<file path="config.mk">
export PLATFORM = sky130hd
export DESIGN_NAME = decoded_instr_queue
export DESIGN_NICKNAME = d
export VERILOG_FILES = /design/src/rtl/ariane_pkg.sv /design/src/rtl/decoded_instr_queue_pkg.sv /design/src/rtl/decoded_instr_queue_fifo_ctrl.sv /design/src/rtl/decoded_instr_queue.sv
export SDC_FILE = /design/constraint.sdc
export NUM_CORES = 1
export LEC_CHECK = 0
export ABC_AREA = 1
export CORE_ASPECT_RATIO = 0.9
export CORE_MARGIN = 1
export CORE_UTILIZATION = 47
export DETAILED_ROUTE_END_ITERATION = 6
export GPL_TIMING_DRIVEN = 0
export PLACE_DENSITY = 0.73
export SLEW_MARGIN = 40
export SYNTH_ARGS = -nofsm -noshare
export SYNTH_HDL_FRONTEND = slang
export SYNTH_SLANG_ARGS = --single-unit
</file>
<file path="constraint.sdc">
create_clock -name clk_i -period 6 [get_ports clk_i]
set_input_delay 1.2 -clock clk_i [delete_from_list [all_inputs] [get_ports clk_i]]
set_output_delay 1.2 -clock clk_i [all_outputs]
set_load 0.1 [all_outputs]
</file>
<file path="src/rtl/ariane_pkg.sv">
// Core-wide types shared by the decode, issue and
// scoreboard logic.
package ariane_pkg;

    localparam int unsigned TRANS_ID_BITS = 3;
    localparam int unsigned REG_ADDR_BITS = 5;

    typedef enum logic [2:0] {
        NONE,
        LOAD,
        STORE,
        ALU,
        CTRL_FLOW,
        MULT,
        CSR
    } fu_t;

    typedef struct packed {
        logic [63:0]              pc;
        logic [TRANS_ID_BITS-1:0] trans_id;
        fu_t                      fu;
        logic [7:0]               op;
        logic [REG_ADDR_BITS-1:0] rs1;
        logic [REG_ADDR_BITS-1:0] rs2;
        logic [REG_ADDR_BITS-1:0] rd;
        logic [63:0]              result;
        logic                     valid;
        logic                     use_imm;
        logic                     use_pc;
        logic                     is_compressed;
    } scoreboard_entry_t;

endpackage

</file>
<file path="src/rtl/decoded_instr_queue_pkg.sv">
// Helpers shared by the decoded instruction queue
// and its pointer/occupancy controller.
package decoded_instr_queue_pkg;

    // Up/down counter step; simultaneous inc and dec cancel.
    function automatic logic [31:0] count_next(
        input logic [31:0] cnt,
        input logic        inc,
        input logic        dec
    );
        logic [31:0] res;
        res = cnt;
        unique case ({inc, dec})
            2'b10:   res = cnt + 32'd1;
            2'b01:   res = cnt - 32'd1;
            default: res = cnt;
        endcase
        return res;
    endfunction

endpackage

</file>
<file path="src/rtl/decoded_instr_queue_fifo_ctrl.sv">
// Read/write pointers and occupancy for the decoded
// instruction queue; flush wins over push and pop.
module decoded_instr_queue_fifo_ctrl
    import decoded_instr_queue_pkg::*;
#(
    parameter int unsigned DEPTH = 4
) (
    input  logic                       clk_i,
    input  logic                       rst_ni,
    input  logic                       flush_i,
    input  logic                       push_i,
    input  logic                       pop_i,
    output logic [$clog2(DEPTH)-1:0]   wr_ptr_o,
    output logic [$clog2(DEPTH)-1:0]   rd_ptr_o,
    output logic [$clog2(DEPTH):0]     usage_o,
    output logic                       full_o,
    output logic                       empty_o
);

    localparam int unsigned PW = $clog2(DEPTH);
    localparam int unsigned UW = $clog2(DEPTH) + 1;

    logic [PW-1:0] wr_ptr_q, wr_ptr_d;
    logic [PW-1:0] rd_ptr_q, rd_ptr_d;
    logic [UW-1:0] usage_q, usage_d;

    // Next pointers and occupancy; pointers wrap naturally
    // because DEPTH is a power of two.
    always_comb begin
        wr_ptr_d = wr_ptr_q;
        rd_ptr_d = rd_ptr_q;
        usage_d  = usage_q;
        if (flush_i) begin
            wr_ptr_d = '0;
            rd_ptr_d = '0;
            usage_d  = '0;
        end else begin
            if (push_i) wr_ptr_d = wr_ptr_q + PW'(1);
            if (pop_i)  rd_ptr_d = rd_ptr_q + PW'(1);
            usage_d = UW'(count_next(32'(usage_q), push_i, pop_i));
        end
    end

    // Pointer and occupancy registers.
    always_ff @(posedge clk_i or negedge rst_ni) begin
        if (!rst_ni) begin
            wr_ptr_q <= '0;
            rd_ptr_q <= '0;
            usage_q  <= '0;
        end else begin
            wr_ptr_q <= wr_ptr_d;
            rd_ptr_q <= rd_ptr_d;
            usage_q  <= usage_d;
        end
    end

    assign wr_ptr_o = wr_ptr_q;
    assign rd_ptr_o = rd_ptr_q;
    assign usage_o  = usage_q;
    assign full_o   = (usage_q == UW'(DEPTH));
    assign empty_o  = (usage_q == '0);

endmodule

</file>
<file path="src/rtl/decoded_instr_queue.sv">
// Decode-to-issue decoupling queue with a cap on the
// number of buffered control-flow instructions.
module decoded_instr_queue
    import ariane_pkg::*;
    import decoded_instr_queue_pkg::*;
#(
    parameter int unsigned DEPTH         = 4,
    parameter int unsigned MAX_CTRL_FLOW = 1
) (
    input  logic                              clk_i,
    input  logic                              rst_ni,
    input  logic                              flush_i,
    input  scoreboard_entry_t                 instr_i,
    input  logic                              is_ctrl_flow_i,
    input  logic                              instr_valid_i,
    output logic                              instr_ready_o,
    output scoreboard_entry_t                 decoded_instr_o,
    output logic                              is_ctrl_flow_o,
    output logic                              decoded_instr_valid_o,
    input  logic                              decoded_instr_ack_i,
    output logic [$clog2(DEPTH):0]            usage_o,
    output logic [$clog2(MAX_CTRL_FLOW):0]    ctrl_flow_cnt_o
);

    localparam int unsigned PW = $clog2(DEPTH);
    localparam int unsigned UW = $clog2(DEPTH) + 1;
    localparam int unsigned CW = $clog2(MAX_CTRL_FLOW) + 1;

    typedef struct packed {
        scoreboard_entry_t instr;
        logic              cf;
    } slot_t;

    slot_t         mem_q [DEPTH];
    logic [PW-1:0] wr_ptr;
    logic [PW-1:0] rd_ptr;
    logic [UW-1:0] usage;
    logic          full;
    logic          empty;
    logic [CW-1:0] cf_cnt_q, cf_cnt_d;
    logic          ready;
    logic          push;
    logic          pop;
    slot_t         head;

    // Ready only looks at registered state, never at inputs.
    assign ready = !full && (cf_cnt_q != CW'(MAX_CTRL_FLOW));
    assign push  = instr_valid_i && ready && !flush_i;
    assign pop   = decoded_instr_ack_i && !empty && !flush_i;
    assign head  = mem_q[rd_ptr];

    decoded_instr_queue_fifo_ctrl #(
        .DEPTH (DEPTH)
    ) i_fifo_ctrl (
        .clk_i    (clk_i),
        .rst_ni   (rst_ni),
        .flush_i  (flush_i),
        .push_i   (push),
        .pop_i    (pop),
        .wr_ptr_o (wr_ptr),
        .rd_ptr_o (rd_ptr),
        .usage_o  (usage),
        .full_o   (full),
        .empty_o  (empty)
    );

    // Write the pushed entry with its control-flow flag.
    always_ff @(posedge clk_i or negedge rst_ni) begin
        if (!rst_ni) begin
            for (int i = 0; i < DEPTH; i++) begin
                mem_q[i] <= '0;
            end
        end else if (push) begin
            mem_q[wr_ptr] <= '{instr: instr_i, cf: is_ctrl_flow_i};
        end
    end

    // Control-flow count moves by pushed cf minus popped cf.
    always_comb begin
        cf_cnt_d = cf_cnt_q;
        if (flush_i) begin
            cf_cnt_d = '0;
        end else begin
            cf_cnt_d = CW'(count_next(32'(cf_cnt_q),
                                      push && is_ctrl_flow_i,
                                      pop && head.cf));
        end
    end

    // Control-flow counter register.
    always_ff @(posedge clk_i or negedge rst_ni) begin
        if (!rst_ni) begin
            cf_cnt_q <= '0;
        end else begin
            cf_cnt_q <= cf_cnt_d;
        end
    end

    // Hide stale storage when the queue is empty.
    always_comb begin
        decoded_instr_o = '0;
        is_ctrl_flow_o  = 1'b0;
        if (!empty) begin
            decoded_instr_o = head.instr;
            is_ctrl_flow_o  = head.cf;
        end
    end

    assign instr_ready_o         = ready;
    assign decoded_instr_valid_o = !empty;
    assign usage_o               = usage;
    assign ctrl_flow_cnt_o       = cf_cnt_q;

endmodule

</file>
After elaboration in Yosys (flattened, before gate mapping):

Cells that the tools add are included.

* register bits: 656
* bits of input ports: 167
* output and inout bits: 168
* word-level logic and storage cells: 105

* add/sub/neg operators: 6
* $lt $le $gt $ge: 3
* eq/ne operators: 5
* muxes and demuxes: 16
* bitwise logic cells: 3
* reductions and logical operators: 16

Operators with widths (number)
* bitwise mux 648 bit: 1
* two-way mux 162 bit: 3
* binary-select mux 162 bit (select 2 bit): 1
* demux 162 bit (select 2 bit): 1
* two-way mux 161 bit: 1
* logical AND 1 bit: 8
* two-way mux 2 bit: 4
* greater-or-equal comparator 3 bit (second input constant): 2
* NOT 2 -> 3 bit: 2
* one-hot mux 3 bit (2 select lines): 1
* nonzero test 3 bit: 2
* adder 2 x 1 -> 2 bit (second input constant): 2
* equality test 2 x 1 -> 1 bit (second input constant): 2
* equality test 2 bit (second input constant): 2
* nonzero test 2 bit: 2
* adder 3 x 1 -> 3 bit (second input constant): 1
* equality test 3 bit (second input constant): 1
* logical NOT 1 bit: 3
* logical NOT 3 bit: 1
* < comparator 3 x 1 -> 1 bit (second input constant): 1
* two-way mux 3 bit: 1
* subtractor 3 x 1 -> 3 bit (second input constant): 1
* two-way mux 1 bit: 2
* one-hot mux 1 bit (2 select lines): 1
* 3 further kinds: 3

Depth between registers and ports, before layout:

* depth in word-level cells: 9
* mapped depth: 13
* depth with buffers taken out: 13

By module:

From an unflattened synthesis, not the netlist that was laid out.

* cell total of the unflattened synthesis: 3577
* area, all modules: 29764.8 sq um

Modules (own cells, without submodules)
* decoded_instr_queue: times used 1, cells an instance 3531, area an instance 29389.4 sq um, sequential area each 16240.6 sq um
* decoded_instr_queue_fifo_ctrl: times used 1, cells an instance 46, area an instance 375.4 sq um, sequential area each 175.2 sq um

Least setup slack after synthesis:

No wires, ideal clock.

* path kind: reg-to-output
* from: reg i_fifo_ctrl.usage_q[0] (netlist: i_fifo_ctrl.usage_o[0])
* to: out decoded_instr_o[0] (netlist bit)
* arrival time: 3.980 ns
* required time: 4.800 ns
* path slack: 0.820 ns
* cell stages (with the launch flop): 7
* path buffers: 2
* cells stage by stage: dfrtp_1 nor2_1 nand2_1 inv_2 clkbuf_1 clkbuf_1 a21oi_1

RTL lines
* start, declared: line decoded_instr_queue_fifo_ctrl.sv:25 `logic [UW-1:0] usage_q, usage_d;`
* start signal, assigned: line decoded_instr_queue_fifo_ctrl.sv:53 `usage_q <= usage_d;`
* end, declared: line decoded_instr_queue.sv:17 `output scoreboard_entry_t decoded_instr_o,`

==> results.toml <==
[die]
die_area_um2 = 65400
ios = 335
core_um2 = 63100
num_rows = 87
initial_core_util_pct = 47.9
die_h_um = 243
fp.dieW_um = 269

[clock_tree]
clk_pin_slew_ps = 60
clockBufferDepth = 3
cts_made_buffers = 71
cts.sinks = 656
hold_buffers = 0
clk_latency_ps = 630
htree_levels = 3
postCtsSetupBuffers = 0
cts_tree = "done"
cts_root_buf = "clkbuf_16"
cts.repair.resized = 0

[yosys]
synth_cell_types = 18
ys_ff_latch = 656
yosysWarnings = 0
syn_inst = 3781
syn-num-nets = 3953
syn_area_per_cell_um2 = 8.00
yosysSeqAreaShare_pct = 54.2
syn_area_um2 = 30300

[worst_setup_path]
crit_type = "flip-flop to primary output"
ff2ff_setup_slack_ps = 3040
r2r_end = "mem_q[570]$_DFFE_PN0P_"
r2r-start = "i_fifo_ctrl.wr_ptr_o[0]$_DFFE_PN0P_"
critPathMaxFanout = 10
crit_start = "i_fifo_ctrl.rd_ptr_o[0]$_DFFE_PN0P_"
critPathRequiredTime_ps = 4800
ff2ff_path_depth = 9
crit_arrival_ps = 3990
start_kind = "flip-flop"
cp-end-kind = "primary output"

[detailed_routing]
avgRoutedWirePerCell_um = 20.3
drt_iter0_markers = 3532
routed_wl_um = 104000
drt_pass1_iterations = 5
post-route-drc-count = 0
ant_nets = 0
detail_route.vias_per_cell = 5.64
dr_total_vias = 28750

[layout]
fin_nets = 4366
final_util_pct = 57.5
area_growth_pct = 19.9
fin_area_um2 = 36300
drive_gt1_share_pct = 10.0

[power_and_ir_drop]
powerDensity_nw_per_um2 = 635
ir_drop_v = 0.000547
p_leak_nw = 17.4

[placed_design]
portBuffers = 334
placed_area_um2 = 34000
routabilityCongestion = 0.896
dp_slack_ps = 1610
dpl.hpwl_um = 71100

[timing]
fin_ws_ps = 813
period_share_pct = 86.4
tightest_slew_ps = 892
finalHoldViolCount = 0
fin_worst_skew_ps = 30.5
period_minus_slack_ps = 5190
rsz0062_at_grt = "false"
relSlewSlack_pct = 40.5
timing.setup.tns_ps = 0
max_freq_mhz = 193
maxSlewViolCount = 0
setup_viol = 0

[grt]
grtUsageTotal_pct = 31.3
antenna_found_initial = 13
grt_pass1_wl_um = 159000
globalRouteOverflowTotal = 0
grt_pass1_vias = 27048
grt_start_max_net_pins = 113

[job]
drv_cap = 0

[hold_path]
min_path_type = "primary input to async pin"

[status]
outcome = "completed"
-- where the power goes --
group          switching (mW)  internal, mW
registers               0.662          6.31
logic                    9.55          2.19
clock network            1.82          2.50
-- per-layer routing --
metal / GRT usage (%) / vias up / wire length (um)
met2: 46.8 / 1471 / 46000
li1: - / 13194 / -
met3: 6.46 / 226 / 10000
met5: 0 / - / 32
met1: 44.6 / 13855 / 43700
met4: 12.2 / 4 / 3930
-- cell usage in the layout (no fill, tap or decap), drive strengths merged --
cell,synthesis,layout
inv,342,343
o21ai,973,973
fa,1,1
nand3,12,12
dfrtp,656,656
a21oi,487,487
ha,4,4
nand2,997,997
nor2,9,9
xnor2,1,1
clkdlybuf4s50,0,165
clkbuf,114,216
diode,0,10
clkinv,0,10
bufinv,0,3
clkinvlp,0,2
buf,184,359
nand4,1,1
-- area by class of cell --
class | instances | area, um^2
flip-flops and latches | 656 | 16400
inverters | 342 | 1280
clock inverters | 16 | 186
fillers | 5819 | 26900
well taps | 845 | 1060
clock buffers | 102 | 2060
repair buffers | 340 | 2690
diodes | 10 | 25.0
multi-input cells | 2485 | 11300
plain buffers | 298 | 1290
-- critical path, cell delays in order, from the launching register on --
cell,delay [ps]
dfrtp_1,410
inv_2,310
buf_2,360
clkbuf_1,640
buf_2,440
o21ai_0,140
a21oi_1,500
buf_2,540
-- kinds of logic after synthesis --
| logic type | count (synthesis) | synth area share [%] |
|---|---|---|
| buffers and inverters | 640 | 8.50 |
| AO/OA/AOI/OAI | 1460 | 24.1 |
| adder cells (fa/ha/maj) | 5 | 0.232 |
| XOR/XNOR | 1 | 0.0289 |
| flip-flops | 656 | 54.2 |
| AND/OR/NAND/NOR | 1019 | 12.8 |
-- cell usage after synthesis, drive strengths merged --
| library cell | instances | area share (%) |
|---|---|---|
| nand2 | 997 | 12 |
| o21ai | 973 | 16 |
| dfrtp | 656 | 54 |
| a21oi | 487 | 8.1 |
| inv | 342 | 4.2 |
| buf | 184 | 2.8 |
| clkbuf | 114 | 1.4 |
| nand3 | 12 | 0.20 |
| nor2 | 9 | 0.21 |
| ha | 4 | 0.17 |
| fa | 1 | 0.066 |
| nand4 | 1 | 0.070 |
| xnor2 | 1 | 0.029 |
-- registers in the layout, summed over array words and instances, names as in the netlist --
name and cells:
i_fifo_ctrl.rd_ptr_o 2, i_fifo_ctrl.usage_o 3, mem_q 648, ctrl_flow_cnt_o 1, i_fifo_ctrl.wr_ptr_o 2
-- worst max path at each step --
stage | to | slack, ps | cells after the start
3_3_place_gp | mem_q[532]$_DFFE_PN0P_ | -26130 | 1
3_5_place_dp | decoded_instr_o[149] | 1610 | 7
6_report | decoded_instr_o[149] | 810 | 7
4_1_cts | decoded_instr_o[149] | 930 | 7
2_1_floorplan | decoded_instr_o[0] | 820 | 6
5_1_grt | decoded_instr_o[149] | 860 | 7
-- through the flow --
| step | hold slack (ps) | total power, mW | std cells |
|---|---|---|---|
| after floorplan | 445 | 15.7 | 3781 |
| after global placement | 455 | 19.2 | 4960 |
| after detailed placement | 463 | 18.6 | 4966 |
| after CTS | 451 | 22.9 | 5084 |
| after global routing | 456 | 24.1 | 5092 |
| final | 452 | 23.0 | 5094 |
No activity file was read; power rests on OpenSTA's default activity.
